### src/rtl/beam_thresh_loader.sv
// Shadow-buffered per-beam threshold loader: scans dirty beams onto the shared bus, then pulses a global update.
// Optional read port for the shadow registers under `define BEAM_THRESH_READBACK_EN.
module beam_thresh_loader #(
  parameter int                      NBEAMS         = 46,
  parameter int                      THRESH_BITS    = 18,
  parameter logic [THRESH_BITS-1:0]  DEFAULT_THRESH = 18'h3FFFF,
  parameter int                      SETTLE_CYCLES  = 2
) (
  input  logic                       clk_i,
  input  logic                       rst_i,
  input  logic                       wr_valid_i,
  output logic                       wr_ready_o,
  input  logic [$clog2(NBEAMS)-1:0]  wr_beam_i,
  input  logic [THRESH_BITS-1:0]     wr_thresh_i,
  input  logic                       commit_i,
  output logic                       busy_o,
  output logic                       done_o,
  output logic                       err_o,
  output logic [THRESH_BITS-1:0]     thresh_o,
  output logic [NBEAMS-1:0]          thresh_ce_o,
`ifdef BEAM_THRESH_READBACK_EN
  input  logic [$clog2(NBEAMS)-1:0]  rd_beam_i,
  output logic [THRESH_BITS-1:0]     rd_thresh_o,
`endif
  output logic                       update_o
);

  localparam int                 IW          = $clog2(NBEAMS);
  localparam logic [IW-1:0]      LAST_BEAM   = IW'(NBEAMS - 1);
  localparam logic [3:0]         SETTLE_LAST = (SETTLE_CYCLES == 0) ? 4'd0 : 4'(SETTLE_CYCLES - 1);
  localparam logic [NBEAMS-1:0]  ONE_HOT0    = NBEAMS'(1);

  typedef enum logic [2:0] {
    S_IDLE,
    S_LOAD,
    S_SETTLE,
    S_UPDATE,
    S_DONE
  } state_t;

  state_t                  state, state_n;
  logic [IW-1:0]           idx, idx_n;
  logic [3:0]              settle_cnt;
  logic                    pending;
  logic [THRESH_BITS-1:0]  shadow [NBEAMS];
  logic [NBEAMS-1:0]       dirty;
  logic [NBEAMS-1:0]       ce_q;
  logic [THRESH_BITS-1:0]  thresh_q;
  logic                    err_q;

  logic                    start;
  logic                    wr_fire;
  logic                    wr_in_range;
  logic                    load_hit;
  logic [THRESH_BITS-1:0]  load_val;
  logic                    load_dirty;

  assign start       = (state == S_IDLE) && (commit_i || pending);
  assign wr_fire     = wr_valid_i && wr_ready_o;
  assign wr_in_range = (wr_beam_i <= LAST_BEAM);

  // A write landing on the same edge that starts the scan must be seen by beam 0's load.
  assign load_hit   = wr_fire && wr_in_range && (wr_beam_i == idx_n);
  assign load_val   = load_hit ? wr_thresh_i : shadow[idx_n];
  assign load_dirty = load_hit || dirty[idx_n];

  always_ff @(posedge clk_i) begin
    if (rst_i) begin
      state      <= S_IDLE;
      idx        <= '0;
      settle_cnt <= '0;
    end else begin
      state      <= state_n;
      idx        <= idx_n;
      settle_cnt <= (state == S_SETTLE) ? settle_cnt + 4'd1 : 4'd0;
    end
  end

  always_comb begin
    state_n = state;
    idx_n   = idx;
    case (state)
      S_IDLE: begin
        if (commit_i || pending) begin
          state_n = S_LOAD;
          idx_n   = '0;
        end
      end
      S_LOAD: begin
        if (idx == LAST_BEAM) begin
          state_n = (SETTLE_CYCLES == 0) ? S_UPDATE : S_SETTLE;
        end else begin
          idx_n = idx + 1'b1;
        end
      end
      S_SETTLE: begin
        if (settle_cnt == SETTLE_LAST) begin
          state_n = S_UPDATE;
        end
      end
      S_UPDATE: state_n = S_DONE;
      S_DONE:   state_n = S_IDLE;
      default:  state_n = S_IDLE;
    endcase
  end

  always_comb begin
    wr_ready_o = (state == S_IDLE) && !rst_i;
    busy_o     = (state == S_LOAD) || (state == S_SETTLE) || (state == S_UPDATE);
    update_o   = (state == S_UPDATE);
    done_o     = (state == S_DONE);
  end

  always_ff @(posedge clk_i) begin
    if (rst_i) begin
      for (int b = 0; b < NBEAMS; b++) begin
        shadow[b] <= DEFAULT_THRESH;
      end
      dirty    <= '1;
      pending  <= 1'b1;
      ce_q     <= '0;
      thresh_q <= '0;
      err_q    <= 1'b0;
    end else begin
      if ((state != S_IDLE) && commit_i) begin
        pending <= 1'b1;
      end else if (start) begin
        pending <= 1'b0;
      end

      if (start) begin
        err_q <= 1'b0;
      end
      if (wr_fire && !wr_in_range) begin
        err_q <= 1'b1;
      end

      if (wr_fire && wr_in_range) begin
        shadow[wr_beam_i] <= wr_thresh_i;
        dirty[wr_beam_i]  <= 1'b1;
      end

      // Clearing the scanned beam's dirty bit must win over a same-edge write to it.
      if (state_n == S_LOAD) begin
        ce_q         <= load_dirty ? (ONE_HOT0 << idx_n) : '0;
        thresh_q     <= load_val;
        dirty[idx_n] <= 1'b0;
      end else begin
        ce_q <= '0;
      end
    end
  end

  assign thresh_o    = thresh_q;
  assign thresh_ce_o = ce_q;
  assign err_o       = err_q;

`ifdef BEAM_THRESH_READBACK_EN
  logic [THRESH_BITS-1:0] rd_q;

  always_ff @(posedge clk_i) begin
    if (rst_i) begin
      rd_q <= '0;
    end else begin
      rd_q <= (rd_beam_i <= LAST_BEAM) ? shadow[rd_beam_i] : '0;
    end
  end

  assign rd_thresh_o = rd_q;
`endif

endmodule

### config.mk
export PLATFORM = sky130hd
export DESIGN_NAME = beam_thresh_loader
export DESIGN_NICKNAME = d
export VERILOG_FILES = /design/src/rtl/beam_thresh_loader.sv
export SDC_FILE = /design/constraint.sdc
export NUM_CORES = 2
export LEC_CHECK = 0
export CAP_MARGIN = 20
export CORE_ASPECT_RATIO = 0.8
export CORE_MARGIN = 2
export CORE_UTILIZATION = 50
export CTS_CLUSTER_DIAMETER = 50
export DETAILED_ROUTE_END_ITERATION = 7
export GPL_ROUTABILITY_DRIVEN = 1
export PLACE_DENSITY = 0.77
export SETUP_SLACK_MARGIN = 0.3
export SLEW_MARGIN = 25
export SYNTH_ARGS = -nofsm -noshare
export SYNTH_HDL_FRONTEND = slang
export SYNTH_SLANG_ARGS = --single-unit
export TNS_END_PERCENT = 30
### constraint.sdc
create_clock -name clk_i -period 6.6 [get_ports clk_i]
set_input_delay 1.32 -clock clk_i [delete_from_list [all_inputs] [get_ports clk_i]]
set_output_delay 1.32 -clock clk_i [all_outputs]
set_load 0.02 [all_outputs]
==> summary.md <==
The run finished with clean final reports. The depth of the worst register-to-register path is 11, and the number of flops mapped to enable cells by yosys is 1152. The final setup violation count was 0; the wire length per cell was 28.2 um. By count the netlist is led by sky130_fd_sc_hd__edfxtp_1 (1152), sky130_fd_sc_hd__or2_2 (449), sky130_fd_sc_hd__or3_1 (405), sky130_fd_sc_hd__clkbuf_1 (327), sky130_fd_sc_hd__o21ai_0 (306). The run gives 0 as the final hold violation count.

The main flop type after synthesis is sky130_fd_sc_hd__edfxtp_1. In this run, the number of DRC markers left after iteration 0 of detailed routing was 6095. The floorplan step set the die width to 375 um.

The final total negative setup slack was 0 ns. The clock passes through at most 3 buffers. The share of async-settable or async-resettable flops after synthesis was 0; the final weighted congestion in routability-driven placement was 0.941. After detailed routing, the number of remaining DRC violations is 0. Clock tree root driver cell: sky130_fd_sc_hd__clkbuf_16.

Synthesis inferred 1277 register bits. Area enclosed by the die boundary: 113000 um^2. The run gives 0 as the number of max-slew violations in the final report.

The run gives 241000 um as the global-route wire length before repair. The clock net in this run drives a total of 1277 sinks. In this run the remaining antenna-violating nets after routing total 0.

The end of the worst hold path is settle_cnt[0]. On the final layout, the worst clock skew is 0.0396 ns. Registers take 37100 um^2. The count of buffers added on input and output ports is 96. Entering global routing, the biggest net connects 150 pins. A synthesized cell averages 13.3 um^2. The layout has 8467 filler cells. The worst setup path is captured at a flop. Hold repair after CTS inserted 0 buffers. The logs give 0.505 for the starting utilization of the core area and 0.76 ns for the worst-skew pair later-pin latency.

Once the clock tree was built, the resizer swapped 0 gates to a different size. Pin placement for this block handled 97 I/O pins. The final layout contains 4392 nets.

The total number of yosys warnings was 0. TritonCTS built the clock tree. The worst max-slew margin expressed relative to the limit was 0.228; the area overhead of the layout relative to synthesis was 13.4%. For the area of the mapped netlist, the log shows 55000 um^2. The number of antenna violations at the first check in global routing was 14. At the worst endpoint, the arrival time is 6.10 ns. Required time of the critical path: 7.25 ns.

The tools report the critical path startpoint category as a flop. For this design the ratio of total power to cell area is 284 nW/um^2. For the pin with the worst max-slew slack, the measured transition is 1.16 ns. The setup path with the least slack is of type reg -> reg. For this design the static power due to leakage is 17.7 nW. The area share of the largest cell type after synthesis was 0.629; the total number of vias was 37800. For this run the aggregate overflow at the end of global routing stands at 0. After detailed routing, the number of vias per cell comes to 6.42. The largest driver fanout on the critical path is 54. The number of clock buffers added by TritonCTS is 119. The startpoint identified for the worst register-to-register timing path is idx[0]. After floorplanning, the core was sized to cover 109000 um^2. The clock tree synthesis step divided the H-tree into 3 levels.

Yosys mapped the design onto 73 distinct sky130hd cell types. By area the synthesized netlist is led by sky130_fd_sc_hd__edfxtp_1 (63%), sky130_fd_sc_hd__or2_2 (5.1%), sky130_fd_sc_hd__mux2i_1 (5.1%). The pre-antenna-repair detailed-routing pass consisted of 6 iterations. The total routed wirelength is 166000 um. In this run the register-to-register setup slack is 1.15 ns. In this run the most critical hold path is launched from settle_cnt[0].

The routed design could run at a clock period as short as 5.45 ns. The HPWL after detailed placement is 94400 um. The fraction of the cycle the final worst path needs is 0.826, and the post-placement cell count is 5669. Share of final-layout standard cells stronger than drive strength 1: 0.185. Setup repair after global routing left no endpoint under its margin. The tools report the number of buffers added for setup after CTS as 0.

In the post-synthesis netlist, the cell with the most instances is sky130_fd_sc_hd__edfxtp_1. VDD sags by at most 0.226 mV. The share of synthesized area occupied by flip-flops and latches was 0.675; the number of stages on the worst hold path was 1. The tools report the via count of the first global-routing pass as 36100.

After clock tree synthesis, the clock-pin slew on the worst setup and hold paths is 0.06 ns. The top achievable clock speed was 183 MHz. The die height was 301 um; the global-route usage over all layers was 0.290. The run gives 108 as the row count. Synthesis produced a netlist whose cell count is 4127. The min-delay analysis places its worst path in the category reg -> reg. The cell type with the largest total area after synthesis was sky130_fd_sc_hd__edfxtp_1. Excluding fillers, the count of instances in the completed layout stands at 5890. The run gives 0 as the count of max-cap constraint violations. The endpoint of the worst register-to-register path is thresh_o[12]. The multi-input combinational cells in the finished layout cover a total of 17500 um^2.
==> cells in the final DEF (no fill, tap or decap), types with 24 or more instances in the layout <==
cell type,synthesis,layout
sky130_fd_sc_hd__mux2i_1,280,278
sky130_fd_sc_hd__nor3_1,36,36
sky130_fd_sc_hd__clkdlybuf4s50_1,0,77
sky130_fd_sc_hd__dfxtp_1,125,125
sky130_fd_sc_hd__conb_1,1,324
sky130_fd_sc_hd__nand4_1,34,34
sky130_fd_sc_hd__buf_4,7,101
sky130_fd_sc_hd__nand3_1,163,163
sky130_fd_sc_hd__nor2_1,83,80
sky130_fd_sc_hd__nand2b_1,45,33
sky130_fd_sc_hd__a221oi_1,296,296
sky130_fd_sc_hd__or2_2,449,449
sky130_fd_sc_hd__o21ai_0,306,303
sky130_fd_sc_hd__edfxtp_1,1152,1152
sky130_fd_sc_hd__or3_1,405,404
sky130_fd_sc_hd__nand2_1,106,103
sky130_fd_sc_hd__clkbuf_16,0,122
sky130_fd_sc_hd__clkbuf_1,327,24
==> flip-flops by register name, indices dropped and copies added (netlist names) <==
signal       count
dirty           46
err_o            1
idx              6
pending          1
settle_cnt       4
shadow        1152
state            3
thresh_ce_o     46
thresh_o        18
==> per-stage QoR <==
step / hold slack [ns] / instance area (um^2) / total power (W) / setup WS (ns) / util
after floorplan: 0.434 / 56200 / 0.0101 / 2.33 / -
after global placement: 0.444 / 58300 / 0.0108 / 1.18 / 0.536
after detailed placement: 0.457 / 58300 / 0.0108 / 1.17 / 0.536
after CTS: 0.471 / 62300 / 0.0177 / 1.48 / 0.573
after global routing: 0.487 / 62300 / 0.0181 / 1.08 / 0.573
final: 0.469 / 62300 / 0.0177 / 1.15 / 0.573
==> per-layer routing <==
metal  wire length, um  share of wire  track usage  vias up
met2             73100           0.44        0.432     2771
met5                95        0.00057            0        -
met1             61100           0.37        0.392    18600
met3             24900           0.15       0.0962      475
li1                  -              -            -    15900
met4              7110          0.043        0.120       16
==> worst max-delay path: stages, from the launching register on <==
cell and delay, ns:
sky130_fd_sc_hd__dfxtp_1 0.89, sky130_fd_sc_hd__ha_1 0.30, sky130_fd_sc_hd__nand4b_1 0.16, sky130_fd_sc_hd__o21ai_1 0.68, sky130_fd_sc_hd__a32o_4 0.94, sky130_fd_sc_hd__buf_4 0.48, sky130_fd_sc_hd__a221oi_1 0.17, sky130_fd_sc_hd__o21ai_0 0.19
sky130_fd_sc_hd__nand3_1 0.15, sky130_fd_sc_hd__o21ai_0 0.73, sky130_fd_sc_hd__a311oi_1 0.31, sky130_fd_sc_hd__a211oi_1 0.29
==> how the worst max path moves through the flow <==
stage               startpoint            end  slack [ns]
finish                  idx[0]   thresh_o[12]        1.15
global route            idx[0]   thresh_o[12]        1.08
CTS                     idx[0]   thresh_o[12]        1.48
detailed placement    commit_i   thresh_o[12]        1.17
global placement      commit_i   thresh_o[12]        1.18
floorplan                rst_i  shadow[42][0]        2.33
==> cells by family after synthesis <==
| family | count (synthesis) | synth area share |
|---|---|---|
| AOI/OAI and AO/OA | 730 | 0.0933 |
| xor gates and xnor gates | 7 | 0.00112 |
| adders and majority gates | 4 | 0.000910 |
| buffers and inverters | 436 | 0.0323 |
| DFF | 1277 | 0.675 |
| muxes | 280 | 0.0510 |
| other | 1 | 0.0000682 |
| and+or+nand+nor | 1392 | 0.147 |
==> power breakdown <==
| group | switching, W | internal [W] |
|---|---|---|
| logic | 0.00118 | 0.000424 |
| clock network | 0.00305 | 0.00395 |
| registers | 0.000109 | 0.00902 |
| total | 0.00433 | 0.0134 |
==> final cells by class <==
cell class / instances / area share
Antenna cell: 2 / 0.0000803
Clock buffer: 165 / 0.0546
Clock inverter: 54 / 0.00895
Inverter: 14 / 0.000843
Multi-Input combinational cell: 2737 / 0.281
Sequential cell: 1277 / 0.595
Tap cell: 1430 / 0.0287
Timing Repair Buffer: 211 / 0.0305
Note: power is estimated with default switching activity, not from simulation.
